### config.mk
export PLATFORM = sky130hd
export DESIGN_NAME = aes_txn_sequencer_flat
export DESIGN_NICKNAME = d
export VERILOG_FILES = /design/src/rtl/aes_txn_sequencer_if.sv /design/src/rtl/aes_txn_sequencer.sv /design/src/flat_wrapper.sv
export SDC_FILE = /design/constraint.sdc
export NUM_CORES = 1
export LEC_CHECK = 0
export BUFFER_PORTS_ARGS = -buffer_cell sky130_fd_sc_hd__buf_2
export CAP_MARGIN = 20
export CORE_UTILIZATION = 30
export CTS_CLUSTER_DIAMETER = 60
export DETAILED_ROUTE_END_ITERATION = 8
export HOLD_SLACK_MARGIN = 0.15
export PLACE_DENSITY = 0.61
export SLEW_MARGIN = 20
export SYNTH_ARGS = -nofsm -noshare
export SYNTH_HDL_FRONTEND = slang
export SYNTH_SLANG_ARGS = --single-unit
### constraint.sdc
create_clock -name clk -period 2.4 [get_ports clk]
set_clock_uncertainty 0.2 [all_clocks]
set_input_delay 0.36 -clock clk [delete_from_list [all_inputs] [get_ports clk]]
set_output_delay 0.36 -clock clk [all_outputs]
set_load 0.05 [all_outputs]
### src/rtl/aes_txn_sequencer_if.sv
// Job, transaction and ACK bus bundle for the AES job sequencer.
// master: sequencer side; slave: host/CSR layer plus bus fabric side.
interface aes_txn_sequencer_if #(
  parameter int ADDR_W = 24
);
  logic              job_valid;
  logic              job_ready;
  logic [ADDR_W-1:0] job_key_addr;
  logic [ADDR_W-1:0] job_text_addr;
  logic [ADDR_W-1:0] job_dst_addr;
  logic              job_encdec;
  logic              job_new_key;
  logic              txn_valid;
  logic              txn_ready;
  logic [1:0]        txn_opcode;
  logic [1:0]        txn_source_id;
  logic [1:0]        txn_dest_id;
  logic              txn_encdec;
  logic [ADDR_W-1:0] txn_addr;
  logic              ack_valid;
  logic              ack_ready;
  logic [1:0]        ack_source_id;

  modport master (
    input  job_valid, job_key_addr, job_text_addr, job_dst_addr, job_encdec, job_new_key,
    input  txn_ready, ack_valid, ack_source_id,
    output job_ready, txn_valid, txn_opcode, txn_source_id, txn_dest_id, txn_encdec, txn_addr,
    output ack_ready
  );

  modport slave (
    output job_valid, job_key_addr, job_text_addr, job_dst_addr, job_encdec, job_new_key,
    output txn_ready, ack_valid, ack_source_id,
    input  job_ready, txn_valid, txn_opcode, txn_source_id, txn_dest_id, txn_encdec, txn_addr,
    input  ack_ready
  );
endinterface

### src/rtl/aes_txn_sequencer.sv
// AES job sequencer: one job -> LOAD_KEY / LOAD_TEXT / HASH / WRITE_RESULT on the txn bus.
// Optional ack watchdog enabled by defining SEQ_TIMEOUT_EN.
module aes_txn_sequencer #(
  parameter int         ADDR_W         = 24,
  parameter logic [1:0] MEM_ID         = 2'b00,
  parameter logic [1:0] AES_ID         = 2'b10,
  parameter int         TIMEOUT_CYCLES = 1024,
  parameter int         CNT_W          = 8
) (
  input  logic                 clk,
  input  logic                 rst,
  aes_txn_sequencer_if.master  bus,
  output logic                 busy,
  output logic                 done,
  output logic                 err,
  output logic [CNT_W-1:0]     job_count
);
  localparam logic [1:0] OP_KEY  = 2'b00;
  localparam logic [1:0] OP_TXT  = 2'b01;
  localparam logic [1:0] OP_WR   = 2'b10;
  localparam logic [1:0] OP_HASH = 2'b11;

  typedef enum logic [3:0] {
    IDLE, KEY_REQ, KEY_WAIT, TXT_REQ, TXT_WAIT, HASH_REQ, WR_REQ, WR_WAIT, DONE
  } state_e;

  typedef struct packed {
    logic [ADDR_W-1:0] key_addr;
    logic [ADDR_W-1:0] text_addr;
    logic [ADDR_W-1:0] dst_addr;
    logic              encdec;
  } job_t;

  state_e            state_q, state_d, nxt;
  job_t              job_q, job_d;
  logic              key_valid_q, key_valid_d;
  logic [CNT_W-1:0]  cnt_q, cnt_d;
  logic              is_req, is_wait, adv;
  logic [1:0]        req_op, req_src, req_dst, exp_id;
  logic [ADDR_W-1:0] req_addr;

`ifdef SEQ_TIMEOUT_EN
  localparam logic [15:0] WD_LAST = 16'(TIMEOUT_CYCLES - 1);
  logic [15:0] wd_q, wd_d;
  logic        err_q, err_d;
`endif

  always_comb begin
    state_d     = state_q;
    job_d       = job_q;
    key_valid_d = key_valid_q;
    cnt_d       = cnt_q;
    nxt         = state_q;
    is_req      = 1'b0;
    is_wait     = 1'b0;
    adv         = 1'b0;
    req_op      = 2'b00;
    req_src     = 2'b00;
    req_dst     = 2'b00;
    req_addr    = '0;
    exp_id      = MEM_ID;
    done        = 1'b0;
    bus.job_ready     = 1'b0;
    bus.txn_valid     = 1'b0;
    bus.txn_opcode    = 2'b00;
    bus.txn_source_id = 2'b00;
    bus.txn_dest_id   = 2'b00;
    bus.txn_encdec    = 1'b0;
    bus.txn_addr      = '0;
    bus.ack_ready     = 1'b0;

    case (state_q)
      IDLE: begin
        bus.job_ready = 1'b1;
        if (bus.job_valid) begin
          job_d   = '{key_addr: bus.job_key_addr, text_addr: bus.job_text_addr,
                      dst_addr: bus.job_dst_addr, encdec: bus.job_encdec};
          state_d = (bus.job_new_key || !key_valid_q) ? KEY_REQ : TXT_REQ;
        end
      end
      KEY_REQ: begin
        is_req = 1'b1; req_op = OP_KEY; req_src = MEM_ID; req_dst = AES_ID;
        req_addr = job_q.key_addr; nxt = KEY_WAIT;
      end
      TXT_REQ: begin
        is_req = 1'b1; req_op = OP_TXT; req_src = MEM_ID; req_dst = AES_ID;
        req_addr = job_q.text_addr; nxt = TXT_WAIT;
      end
      // HASH has no ack: the write request follows directly.
      HASH_REQ: begin
        is_req = 1'b1; req_op = OP_HASH; req_src = MEM_ID; req_dst = AES_ID;
        req_addr = '0; nxt = WR_REQ;
      end
      WR_REQ: begin
        is_req = 1'b1; req_op = OP_WR; req_src = AES_ID; req_dst = MEM_ID;
        req_addr = job_q.dst_addr; nxt = WR_WAIT;
      end
      KEY_WAIT: begin is_wait = 1'b1; exp_id = MEM_ID; nxt = TXT_REQ; end
      TXT_WAIT: begin is_wait = 1'b1; exp_id = MEM_ID; nxt = HASH_REQ; end
      WR_WAIT:  begin is_wait = 1'b1; exp_id = AES_ID; nxt = DONE; end
      DONE: begin
        done    = 1'b1;
        cnt_d   = cnt_q + CNT_W'(1);
        state_d = IDLE;
      end
      default: state_d = IDLE;
    endcase

    if (is_req) begin
      bus.txn_valid     = 1'b1;
      bus.txn_opcode    = req_op;
      bus.txn_source_id = req_src;
      bus.txn_dest_id   = req_dst;
      bus.txn_encdec    = job_q.encdec;
      bus.txn_addr      = req_addr;
      adv               = bus.txn_ready;
    end

    // Acks from the wrong module are consumed but do not advance.
    if (is_wait) begin
      bus.ack_ready = 1'b1;
      adv           = bus.ack_valid && (bus.ack_source_id == exp_id);
      if (adv && state_q == KEY_WAIT) key_valid_d = 1'b1;
    end

    if (adv) state_d = nxt;

`ifdef SEQ_TIMEOUT_EN
    wd_d  = (state_d == state_q && (is_req || is_wait)) ? wd_q + 16'd1 : 16'd0;
    err_d = 1'b0;
    if ((is_req || is_wait) && !adv && wd_q == WD_LAST) begin
      state_d     = IDLE;
      key_valid_d = 1'b0;
      err_d       = 1'b1;
      wd_d        = 16'd0;
    end
`endif
  end

  always_ff @(posedge clk) begin
    if (rst) begin
      state_q     <= IDLE;
      job_q       <= '0;
      key_valid_q <= 1'b0;
      cnt_q       <= '0;
    end else begin
      state_q     <= state_d;
      job_q       <= job_d;
      key_valid_q <= key_valid_d;
      cnt_q       <= cnt_d;
    end
  end

`ifdef SEQ_TIMEOUT_EN
  always_ff @(posedge clk) begin
    if (rst) begin
      wd_q  <= '0;
      err_q <= 1'b0;
    end else begin
      wd_q  <= wd_d;
      err_q <= err_d;
    end
  end
  assign err = err_q;
`else
  logic unused_timeout;
  assign unused_timeout = ^32'(TIMEOUT_CYCLES);
  assign err = 1'b0;
`endif

  assign busy      = (state_q != IDLE);
  assign job_count = cnt_q;
endmodule

### src/flat_wrapper.sv
// flat-port wrapper written by rule: the top's interface ports become plain ports
module aes_txn_sequencer_flat 
#(
  parameter int         ADDR_W         = 24,
  parameter logic [1:0] MEM_ID         = 2'b00,
  parameter logic [1:0] AES_ID         = 2'b10,
  parameter int         TIMEOUT_CYCLES = 1024,
  parameter int         CNT_W          = 8
)
  (clk, rst, busy, done, err, job_count, bus_job_valid, bus_job_key_addr, bus_job_text_addr, bus_job_dst_addr, bus_job_encdec, bus_job_new_key, bus_txn_ready, bus_ack_valid, bus_ack_source_id, bus_job_ready, bus_txn_valid, bus_txn_opcode, bus_txn_source_id, bus_txn_dest_id, bus_txn_encdec, bus_txn_addr, bus_ack_ready);
  aes_txn_sequencer_if #(.ADDR_W(ADDR_W)) bus_i ();
  input  logic clk;
  input  logic rst;
  output logic busy;
  output logic done;
  output logic err;
  output logic [CNT_W-1:0] job_count;
  input wire logic [$bits(bus_i.job_valid)-1:0] bus_job_valid;
  input wire logic [$bits(bus_i.job_key_addr)-1:0] bus_job_key_addr;
  input wire logic [$bits(bus_i.job_text_addr)-1:0] bus_job_text_addr;
  input wire logic [$bits(bus_i.job_dst_addr)-1:0] bus_job_dst_addr;
  input wire logic [$bits(bus_i.job_encdec)-1:0] bus_job_encdec;
  input wire logic [$bits(bus_i.job_new_key)-1:0] bus_job_new_key;
  input wire logic [$bits(bus_i.txn_ready)-1:0] bus_txn_ready;
  input wire logic [$bits(bus_i.ack_valid)-1:0] bus_ack_valid;
  input wire logic [$bits(bus_i.ack_source_id)-1:0] bus_ack_source_id;
  output wire logic [$bits(bus_i.job_ready)-1:0] bus_job_ready;
  output wire logic [$bits(bus_i.txn_valid)-1:0] bus_txn_valid;
  output wire logic [$bits(bus_i.txn_opcode)-1:0] bus_txn_opcode;
  output wire logic [$bits(bus_i.txn_source_id)-1:0] bus_txn_source_id;
  output wire logic [$bits(bus_i.txn_dest_id)-1:0] bus_txn_dest_id;
  output wire logic [$bits(bus_i.txn_encdec)-1:0] bus_txn_encdec;
  output wire logic [$bits(bus_i.txn_addr)-1:0] bus_txn_addr;
  output wire logic [$bits(bus_i.ack_ready)-1:0] bus_ack_ready;
  assign bus_i.job_valid = bus_job_valid;
  assign bus_i.job_key_addr = bus_job_key_addr;
  assign bus_i.job_text_addr = bus_job_text_addr;
  assign bus_i.job_dst_addr = bus_job_dst_addr;
  assign bus_i.job_encdec = bus_job_encdec;
  assign bus_i.job_new_key = bus_job_new_key;
  assign bus_i.txn_ready = bus_txn_ready;
  assign bus_i.ack_valid = bus_ack_valid;
  assign bus_i.ack_source_id = bus_ack_source_id;
  assign bus_job_ready = bus_i.job_ready;
  assign bus_txn_valid = bus_i.txn_valid;
  assign bus_txn_opcode = bus_i.txn_opcode;
  assign bus_txn_source_id = bus_i.txn_source_id;
  assign bus_txn_dest_id = bus_i.txn_dest_id;
  assign bus_txn_encdec = bus_i.txn_encdec;
  assign bus_txn_addr = bus_i.txn_addr;
  assign bus_ack_ready = bus_i.ack_ready;
  aes_txn_sequencer #(.ADDR_W(ADDR_W), .MEM_ID(MEM_ID), .AES_ID(AES_ID), .TIMEOUT_CYCLES(TIMEOUT_CYCLES), .CNT_W(CNT_W)) u_core (.clk(clk), .rst(rst), .bus(bus_i), .busy(busy), .done(done), .err(err), .job_count(job_count));
endmodule
==> results.sh <==
export IMPL_clock_sinks=86
export IMPL_gr_usage_met3=0.0359
export IMPL_cp_required_ps=1840
export IMPL_yosys_warnings=0
export IMPL_ir_drop_v=0.000279
export IMPL_synth_edf_count=0
export IMPL_yosys_top_cells_count="151 x nand2_1, 86 x dfxtp_1, 77 x a21oi_1"
export IMPL_cp_max_fo=12
export IMPL_yosysMostFrequentCell="nand2_1"
export IMPL_vias=4032
export IMPL_report_final_slew_viol_count=0
export IMPL_worstReg2RegStart="u_core.state_q[0]$_SDFFE_PP0P_"
export IMPL_nets=748
export IMPL_async_flop_share=0
export IMPL_rows=40
export IMPL_ant_nets=0
export IMPL_p_switching_w=0.00105
export IMPL_setup_violations=0
export IMPL_grt_pass1_wl_um=18400
export IMPL_p_comb_frac=0.210
export IMPL_cp_cell_sequence="nand2b_4, buf_12, nor3_4, buf_12, a222oi_1, inv_1, buf_4"
export IMPL_synth_flop_cell="dfxtp_1"
export IMPL_cts_max_path_buffers=2
export IMPL_post_route_min_period_ps=2390
export IMPL_power_frac_clock=0.359
export IMPL_fmaxAchievable_ghz=0.419
export IMPL_hold_viol=0
export IMPL_synth_area_leaders="dfxtp_1 47%, nand2_1 15%, a21oi_1 10%, a222oi_1 6.5%, inv_1 2.8%"
export IMPL_die_area_um2=12700
export IMPL_worstSetupEndpointType="primary output"
export IMPL_grt_pass1_vias=3866
export IMPL_postSynthAreaPerCell_um2=7.91
export IMPL_ys_ff_latch=86
export IMPL_total_power_w=0.00365
export IMPL_use_met1=0.227
export IMPL_arrival_ps=1830
export IMPL_switching_share=0.288
export IMPL_cts_htree_levels=3
export IMPL_post_route_period_util=0.994
export IMPL_die_height_um=113
export IMPL_root_buffer="clkbuf_16"
export IMPL_synth_top_area_share=0.468
export IMPL_final_core_util=0.483
export IMPL_synth_largest_area_cell="dfxtp_1"
export IMPL_rrSetupSlack_ps=350
export IMPL_dr_pass1_iters=7
export IMPL_syn2layout_area_growth_pct=57.2
export IMPL_power_density_nw_per_um2=632
export IMPL_hold_path_end="u_core.key_valid_q$_SDFFE_PP0P_"
export IMPL_drt_wl_total_um=11900
export IMPL_hp_start="bus_ack_source_id[0]"
export IMPL_place_inst=711
export IMPL_seqPwrFrac=0.431
export IMPL_clk_latency_ps=330
export IMPL_die_width_um=113
export IMPL_rsz0062_at_grt="yes"
export IMPL_outcome="finished clean"
export IMPL_crit_top_cell="buf_12"
export IMPL_rr_endpoint="u_core.job_q[18]$_SDFFE_PP0P_"
export IMPL_final_cells=819
export IMPL_syn_instance_count=465
export IMPL_fill_cells=1119
export IMPL_hold_path_depth=4
export IMPL_cts_tree="built"
export IMPL_path_clk_slew_ps=60
export IMPL_vias_per_cell=4.92
export IMPL_met2_usage=0.300
export IMPL_port_buffers=122
export IMPL_antenna_found_initial=1
export IMPL_power_leakage_nw=2.58
export IMPL_min_path_type="in2reg"
export IMPL_startpoint_type="flip-flop"
export IMPL_core_um2=12000
export IMPL_path_class="reg2out"
export IMPL_cts_buffers=9
export IMPL_track_usage=0.181
export IMPL_cp_slowest_cell="a222oi_1"
export IMPL_grt_overflow_total=0
export IMPL_multi_input_area_um2=1730
export IMPL_setup_tns_ps=0
export IMPL_ys_types=36
export IMPL_p_int_w=0.00260
export IMPL_dp_hpwl_um=6950
export IMPL_ios=126
export IMPL_regArea_um2=1730
export IMPL_drive_above_1_share=0.277
export IMPL_grt_max_degree=74
export IMPL_crit_path_max_incr_delay_ps=410
export IMPL_seq_area_frac_synth=0.468
export IMPL_start_util=0.308
export IMPL_grt_busiest_layer="met2"
export IMPL_drc=0
export IMPL_ff2ff_path_depth=7
export IMPL_gp_congestion=0.837
export IMPL_drtIter0Drc=408
export IMPL_wl_per_cell_um=14.6
export IMPL_maxCapViolations=0
export IMPL_mappedNetlistArea_um2=3680
## power by group through the flow
stage                     logic, W  clock network [W]  registers (W)
after floorplan           0.000421                  0        0.00159
after global placement    0.000585                  0        0.00160
after detailed placement  0.000595                  0        0.00160
after CTS                 0.000734            0.00135        0.00158
after global routing      0.000831            0.00141        0.00158
final                     0.000767            0.00131        0.00157
## per-stage QoR
step / worst slack (ps) / cell area (µm²) / hold WS [ps]
after global placement: -92.8 / 4440 / 243
final: 13.3 / 5780 / 170
after global routing: -67.4 / 5780 / 178
after CTS: 15.8 / 5640 / 167
after detailed placement: -201 / 4440 / 246
after floorplan: -168 / 3690 / 232
## logic make-up after synthesis
group / synth area share
buffers and inverters: 0.0806
adder cells (fa/ha/maj): 0.00340
multiplexers: 0.00272
flip-flops: 0.468
XOR/XNOR: 0.0238
other: 0.00102
AND/OR/NAND/NOR: 0.226
AO/OA/AOI/OAI: 0.195
## cell type report
cell class                 instances  share of cell area
sequential                        86               0.299
clock buffer                      11              0.0437
inverter                          27              0.0175
tap                              147              0.0318
clock inverter                     5             0.00584
antenna                            1            0.000433
timing repair buffer             225               0.301
multi-input combinational        317               0.300
## per-layer routing
metal,up-vias,routed length [µm]
li1,1966,-
met1,1885,5210
met2,157,5820
met3,24,679
met4,0,216
met5,-,0
## worst max-delay path, delay by kind of cell (launching register included)
family / cells / cell delay [ps]
AND/OR/NAND/NOR: 2 / 180
AO/OA/AOI/OAI: 1 / 410
flip-flops: 1 / 340
buffers and inverters: 4 / 550
## flip-flops by register name, indices dropped and copies added, names as in the netlist
name,flops
u_core.key_valid_q,1
u_core.job_q,73
u_core.state_q,4
u_core.job_count,8
## how the worst max path moves through the flow
stage | startpoint | end | slack (ps) | depth (start not counted)
after floorplan | u_core.state_q[3]$_SDFFE_PP0P_ | bus_txn_encdec | -170 | 5
after global placement | u_core.state_q[3]$_SDFFE_PP0P_ | bus_txn_addr[16] | -90 | 5
after detailed placement | u_core.state_q[3]$_SDFFE_PP0P_ | bus_txn_addr[13] | -200 | 5
after CTS | u_core.state_q[1]$_SDFFE_PP0P_ | bus_txn_encdec | 20 | 7
after global routing | u_core.state_q[3]$_SDFFE_PP0P_ | bus_txn_addr[10] | -70 | 7
final | u_core.state_q[3]$_SDFFE_PP0P_ | bus_txn_addr[21] | 10 | 7
## placed cells by master (no fill, tap or decap), types with 2 or more instances in the layout
master and instances:
dfxtp_1 83, nor3_4 3, nand2b_4 2, a21oi_1 76, dfxtp_4 2, xor2_1 7, a222oi_1 24, buf_2 99
clkinvlp_4 2, nor2_1 13, nand4_1 2, nor2b_1 4, clkbuf_16 10, dlygate4sd3_1 75, buf_12 5, buf_4 29
and2_1 2, nand3_2 2, clkbuf_4 7, nand2b_1 3, buf_6 9, clkbuf_8 2, clkinv_2 2, nand2_1 149
nor3_1 3, conb_1 3, inv_1 27, xnor2_1 3
## repair_timing
item                                   4_1_cts  5_1_grt
buffers inserted                             6        8
setup endpoints to repair                   26       24
endpoints found under the hold margin       75        0
cloned                                       1        2
hold buffers                                75        0
gates resized for setup                     27       24
pin swaps                                    6        9
No activity file was read; power rests on OpenSTA's default activity.
